File: src/rtl/instr_fetch.sv
// Fetch-side responder: owns the PC and runs a single outstanding read
// handshake to instruction memory, returning the latched op/operand to central.
module instr_fetch #(
    parameter int ADDR_W  = 8,
    parameter int INST_W  = 8,
    parameter int TIMEOUT = 15
) (
    input  logic              clk,
    input  logic              clr,
    input  logic              en_fetch,
    input  logic              r,
    input  logic              pc_en,
    input  logic              pc_load,
    input  logic [ADDR_W-1:0] pc_din,
    input  logic [INST_W-1:0] mem_rdata,
    input  logic              mem_ack,
    output logic [ADDR_W-1:0] mem_addr,
    output logic              mem_rd,
    output logic [2:0]        op,
    output logic [INST_W-4:0] operand,
    output logic              inst_valid,
    output logic              busy,
    output logic [ADDR_W-1:0] pc,
    output logic              err
);

    localparam int CNT_W = (TIMEOUT < 2) ? 1 : $clog2(TIMEOUT);
    localparam logic [CNT_W-1:0] CNT_LAST = CNT_W'(TIMEOUT - 1);

    typedef enum logic {IDLE, REQ} state_t;

    state_t            state_reg, state_next;
    logic [ADDR_W-1:0] pc_reg, pc_next;
    logic [ADDR_W-1:0] addr_reg, addr_next;
    logic              rd_reg, rd_next;
    logic [2:0]        op_reg, op_next;
    logic [INST_W-4:0] operand_reg, operand_next;
    logic              valid_reg, valid_next;
    logic              busy_reg, busy_next;
    logic              err_reg, err_next;
    logic [CNT_W-1:0]  cnt_reg, cnt_next;
    // Set when the PC is redirected while a read is outstanding, so the
    // completion does not step past the new target.
    logic              jumped_reg, jumped_next;

    always_ff @(posedge clk or negedge clr) begin
        if (!clr) begin
            state_reg   <= IDLE;
            pc_reg      <= '0;
            addr_reg    <= '0;
            rd_reg      <= 1'b0;
            op_reg      <= '0;
            operand_reg <= '0;
            valid_reg   <= 1'b0;
            busy_reg    <= 1'b0;
            err_reg     <= 1'b0;
            cnt_reg     <= '0;
            jumped_reg  <= 1'b0;
        end else begin
            state_reg   <= state_next;
            pc_reg      <= pc_next;
            addr_reg    <= addr_next;
            rd_reg      <= rd_next;
            op_reg      <= op_next;
            operand_reg <= operand_next;
            valid_reg   <= valid_next;
            busy_reg    <= busy_next;
            err_reg     <= err_next;
            cnt_reg     <= cnt_next;
            jumped_reg  <= jumped_next;
        end
    end

    always_comb begin
        state_next   = state_reg;
        pc_next      = pc_reg;
        addr_next    = addr_reg;
        rd_next      = rd_reg;
        op_next      = op_reg;
        operand_next = operand_reg;
        valid_next   = 1'b0;
        busy_next    = busy_reg;
        err_next     = err_reg;
        cnt_next     = cnt_reg;
        jumped_next  = jumped_reg;

        case (state_reg)
            IDLE: begin
                if (en_fetch && r) begin
                    addr_next   = pc_reg;
                    rd_next     = 1'b1;
                    busy_next   = 1'b1;
                    err_next    = 1'b0;
                    cnt_next    = '0;
                    jumped_next = 1'b0;
                    state_next  = REQ;
                end
            end
            REQ: begin
                if (pc_load) begin
                    jumped_next = 1'b1;
                end
                if (mem_ack) begin
                    op_next      = mem_rdata[INST_W-1 -: 3];
                    operand_next = mem_rdata[INST_W-4:0];
                    valid_next   = 1'b1;
                    rd_next      = 1'b0;
                    busy_next    = 1'b0;
                    state_next   = IDLE;
                    if (pc_en && !jumped_reg) begin
                        pc_next = pc_reg + 1'b1;
                    end
                end else if (cnt_reg == CNT_LAST) begin
                    rd_next    = 1'b0;
                    busy_next  = 1'b0;
                    err_next   = 1'b1;
                    state_next = IDLE;
                end else begin
                    cnt_next = cnt_reg + 1'b1;
                end
            end
            default: state_next = IDLE;
        endcase

        // A jump overrides any increment in the same cycle.
        if (pc_load) begin
            pc_next = pc_din;
        end
    end

    assign mem_addr   = addr_reg;
    assign mem_rd     = rd_reg;
    assign op         = op_reg;
    assign operand    = operand_reg;
    assign inst_valid = valid_reg;
    assign busy       = busy_reg;
    assign pc         = pc_reg;
    assign err        = err_reg;

endmodule

File: config.mk
export PLATFORM = sky130hd
export DESIGN_NAME = instr_fetch
export DESIGN_NICKNAME = d
export VERILOG_FILES = /design/src/rtl/instr_fetch.sv
export SDC_FILE = /design/constraint.sdc
export NUM_CORES = 1
export LEC_CHECK = 0
export BUFFER_PORTS_ARGS = -buffer_cell sky130_fd_sc_hd__buf_2
export CORE_UTILIZATION = 35
export DETAILED_ROUTE_END_ITERATION = 10
export GPL_TIMING_DRIVEN = 0
export HOLD_SLACK_MARGIN = 0.06
export MAX_ROUTING_LAYER = met4
export SYNTH_ARGS = -nofsm -noshare
export SYNTH_HDL_FRONTEND = slang
export SYNTH_SLANG_ARGS = --single-unit
File: constraint.sdc
create_clock -name clk -period 3.3 [get_ports clk]
set_clock_uncertainty 0.05 [all_clocks]
set_input_delay 0.165 -clock clk [delete_from_list [all_inputs] [get_ports clk]]
set_output_delay 0.165 -clock clk [all_outputs]
set_load 0.01 [all_outputs]
==> Yosys cells after proc, flatten, opt, wreduce, memory -nomap -nowiden <==
Cells that the tools add are included.
{ "word_totals": {"reg_bits": 33, "latch_bits": 0, "ramBits": 0, "romBits": 0, "output_inout_bits": 28, "wordCells": 57, "mem_count": 0} }
{ "classes": {"add_sub_neg": 2, "mul": 0, "div": 0, "magnitude_cmp": 0, "n_eq_ne": 7, "shift": 0, "n_mux": 24, "bitwise": 1, "n_reduce_logical": 13} }
{ "op_table": {"columns": ["cell", "n"], "rows": [
  ["$mux 8", 4],
  ["$mux 1", 12],
  ["$mux 4", 3],
  ["$reduce_and 3->1", 3],
  ["$add 8x1->8 const B", 1],
  ["$ne 2x2->1 const B", 4],
  ["$pmux 1 s2", 4],
  ["$pmux 4 s2", 1],
  ["$reduce_and 2->1", 4],
  ["$reduce_bool 2->1", 3],
  ["$add 4x1->4 const B", 1],
  ["$eq 4x4->1 const B", 1],
  ["$ne 3x2->1 const B", 1],
  ["$logic_and 1x1->1", 2],
  ["$ne 2x1->1 const B", 1],
  ["$logic_not 1->1", 1],
  ["$not 1->1", 1]
]} }

==> Logic depth before layout (Yosys ltp) <==
{ "logic_depth": {"depth_word": 6, "ltp_mapped": 5, "depth_no_buf": 5} }

==> Worst setup path before layout <==
Ideal clock, no wire load.
{ "synth_path": {"path_kind": "register -> register", "startpoint": "reg pc_reg[0] (netlist: pc[0])", "endpoint": "reg pc_reg[6] (netlist: pc[6])", "setup_time_ns": 0.082, "t_arrival_ns": 1.341, "required_time_ns": 3.168, "setup_slack_ns": 1.828, "path_stages_with_launch": 5, "n_path_buf": 0, "period_less_slack_ns": 1.472, "cell_sequence": "dfrtp_1 -> ha_1 -> inv_1 -> or4_1 -> a31oi_1"} }
{ "synth_via": {"elab_chain_cells": 5} }
{ "synth_lines": {"columns": ["element", "line_no", "rtl"], "rows": [
  ["start, declared", "33", "logic [ADDR_W-1:0] pc_reg, pc_next;"],
  ["start signal, assigned", "61", "pc_reg <= pc_next;"],
  ["$add 8x1->8", "111", "pc_next = pc_reg + 1'b1;"],
  ["$mux 8", "110", "if (pc_en && !jumped_reg) begin"],
  ["$mux 8", "103", "if (mem_ack) begin"],
  ["$mux 8", "87", "case (state_reg)"],
  ["$mux 8", "126", "if (pc_load) begin"]
]} }
No other way between the ends. The select of a mux whose other input is x is not followed.
A chain may end at the register's enable or synchronous reset.

==> Final worst setup path <==
Ends and elaborated chain as after synthesis.

==> key figures <==
Power
  • NetSw: 351 uW
  • Peak supply drop: 0.336 mV
  • Leakage: 0.967 nW
  • Clk pwr share: 34.9%
  • P_int: 936 uW
  • Pwr dens: 621 nW/um2
  • Sequential share of power: 42.3%
  • Logic pwr share: 22.9%
  • Switching Share: 27.3%

GRT
  • Global-route wire length before repair: 5180 um
  • Initial antenna violation count: 0
  • Vias in the first global route: 1200
  • Total grt overflow: 0
  • GRT Total Usage: 15.8%
  • Largest net degree at the start of global routing: 34

Synthesis
  • Yosys reg bits: 33
  • Cell taking the most area after synthesis: dfrtp_1
  • Cells after Synth: 137
  • Syn Nets: 163
  • Synthesized area: 1560 um2
  • Average size of a mapped cell: 11.4 um2
  • YS warnings: 0
  • Top post-synthesis cells by area: dfrtp_1 53%, mux2_2 11%, nand2_1 2.7%, a31oi_1 2.4%, ha_1 2.4%
  • Synth top area share: 53.1%
  • Register area share after synthesis: 53.1%
  • Library cells used by synthesis: 37

STA
  • Slew Limit Headroom: 51.4%
  • Fmax: 0.649 GHz
  • Setup tns final: 0 ns
  • Final min period: 1.54 ns
  • Final setup violating endpoints: 0
  • Max-slew violations: 0
  • Final hold vios: 0
  • Tcrit/Tclk final: 46.7%
  • Slew @ Worst Pin: 0.729 ns
  • RSZ-0062 raised after global routing: no

Route
  • Drt pass-1 iters: 4
  • Per-cell routed wire length: 13.5 um
  • DRT iter0 DRCs: 63
  • DR vias/cell: 5.08
  • Routed WL: 3400 um
  • Final antenna-violating net count: 0
  • Via count: 1274
  • Remaining DRCs: 0

Clocking
  • Clk root buf: clkbuf_8
  • Htree depth: 2
  • Cts bufs inserted: 5
  • CTS tree: yes
  • Clock sinks: 33
  • Latest clock arrival within the worst-skew pair: 0.28 ns
  • Clock Tree Buf Depth: 2
  • Clock-pin transition on the worst setup and hold timing paths: 0.07 ns
  • PostCTS Resize Cnt: 0

Critical path
  • CP startpoint kind: flop
  • Worst reg-to-reg setup slack: 1.76 ns
  • WS Path Type: flop to flop
  • CP startpoint: pc[0]
  • End of the critical path: pc[6]
  • Reg2Reg Launch Point: pc[0]
  • CP Max Fanout: 5
  • CP Capture Type: flop
  • Required time worst endpoint: 3.45 ns
  • Reg-to-Reg End: pc[6]
  • Reg2reg path depth: 4
  • CP arrival: 1.69 ns

Final layout
  • Post-route cell area: 2070 um2
  • Commonest non-fill, non-tap cell in the layout: buf_2
  • Reg area: 826 um2
  • Commonest cells after routing, fill and taps aside: 50 x buf_2, 33 x dfrtp_1, 15 x mux2_2
  • # nets final: 226
  • Multi-input gate area: 657 um2
  • Share of layout cells above drive strength 1: 39.8%
  • Antenna cells: 0
  • Fillers: 395
  • Layout area overhead: 33.2%

Floorplanning
  • IO Count: 51
  • Row count: 23
  • Initial Util: 37.6%
  • Core area: 4140 um2
  • Die Height: 68.7 um
  • Die footprint: 4720 um2
  • Die width: 68.7 um

Min path
  • Hold WC Path Type: input port to flop

Placement
  • Placer Congestion: 0.826
  • HPWL after DPL: 2360 um
  • Placement Cell Area: 1860 um2
  • Port-buffer cells: 48

Status
  • Outcome: complete, no violations

Job
  • Max Cap Viol: 0
==> power groups by stage <==
stage | clock (mW) | combinational (mW) | sequential [mW]
floorplan | 0 | 0.142 | 0.576
global placement | 0 | 0.283 | 0.544
detailed placement | 0 | 0.290 | 0.551
CTS | 0.459 | 0.299 | 0.544
global route | 0.476 | 0.327 | 0.556
finish | 0.449 | 0.294 | 0.544
==> final cells by class <==
cell class / count / share of cell area (%)
Buffer: 7 / 2.29
Clock buffer: 5 / 3.32
Clock inverter: 3 / 3.14
Inverter: 7 / 1.27
Multi-Input combinational cell: 90 / 31.7
Sequential cell: 33 / 39.8
Tap cell: 50 / 3.02
Timing Repair Buffer: 56 / 15.4
==> cell usage after synthesis, drive strengths merged <==
library cell  instances
mux2                 15
dfrtp                33
a211oi                1
o21ai                 6
xnor2                 2
o21bai                1
mux2i                 2
nor2                  8
nand4b                2
nor2b                 2
nand4                 1
nor3                  2
a22oi                 1
and4b                 1
or4                   5
buf                   6
a31oi                 6
clkbuf                1
a31o                  1
a21oi                 3
nor3b                 1
a221oi                1
nand3                 5
nand3b                1
o31ai                 4
and4                  1
inv                   6
o211ai                1
clkinv                1
ha                    3
nand2                11
or3b                  1
a22o                  1
or2                   1
==> worst max-delay path, cell delays in order, from the launching register on <==
cell and delay, ns:
dfrtp_1 0.44, ha_1 0.20, inv_1 0.09, or4_1 0.51, a31oi_1 0.17
==> stage by stage <==
stage / util [%] / total power, mW / hold WS, ns / setup WS (ns) / instances
final: 50.0 / 1.29 / 0.0571 / 1.76 / 251
after global routing: 50.0 / 1.36 / 0.0601 / 1.65 / 251
after CTS: 50.0 / 1.30 / 0.0605 / 1.76 / 251
after detailed placement: 44.9 / 0.842 / 0.225 / 1.78 / 235
after global placement: 44.9 / 0.827 / 0.209 / 1.80 / 235
after floorplan: - / 0.718 / -0.181 / 1.83 / 137
==> metal layers <==
layer  wire length [um]  vias to the layer above  track usage [%]
li1                   -                      621                -
met1               1500                      601             17.8
met2               1640                       48             25.4
met3                220                        4             3.95
met4                 39                        0             9.38
met5                  0                        -                -
==> worst min-delay path by stage <==
stage	startpoint	to	slack [ns]	depth (start not counted)
after CTS	mem_rdata[1]	operand[1]	0.06	2
after global placement	clr	inst_valid	0.21	1
final	pc_din[0]	pc[0]	0.06	3
after detailed placement	clr	inst_valid	0.22	1
after floorplan	clr	busy	-0.18	0
after global routing	pc_din[0]	pc[0]	0.06	3
==> what timing repair did <==
| item | 4_1_cts | 5_1_grt |
|---|---|---|
| endpoints found under the hold margin | 40 | 0 |
| buffers inserted | 0 | 0 |
| hold buffers | 8 | 0 |
==> cells by family (layout without fill, tap and decap cells) <==
logic type      after synthesis  in the layout  share of synthesized area (%)
flops                        33             33                           53.1
fa+ha+maj                     3              3                           2.41
mux                          17             17                           12.1
simple gates                 42             42                           15.7
buf+inv                      14             78                           4.74
compound gates               26             26                           10.9
xor+xnor                      2              2                           1.13
(Power assumes the default switching activity.)
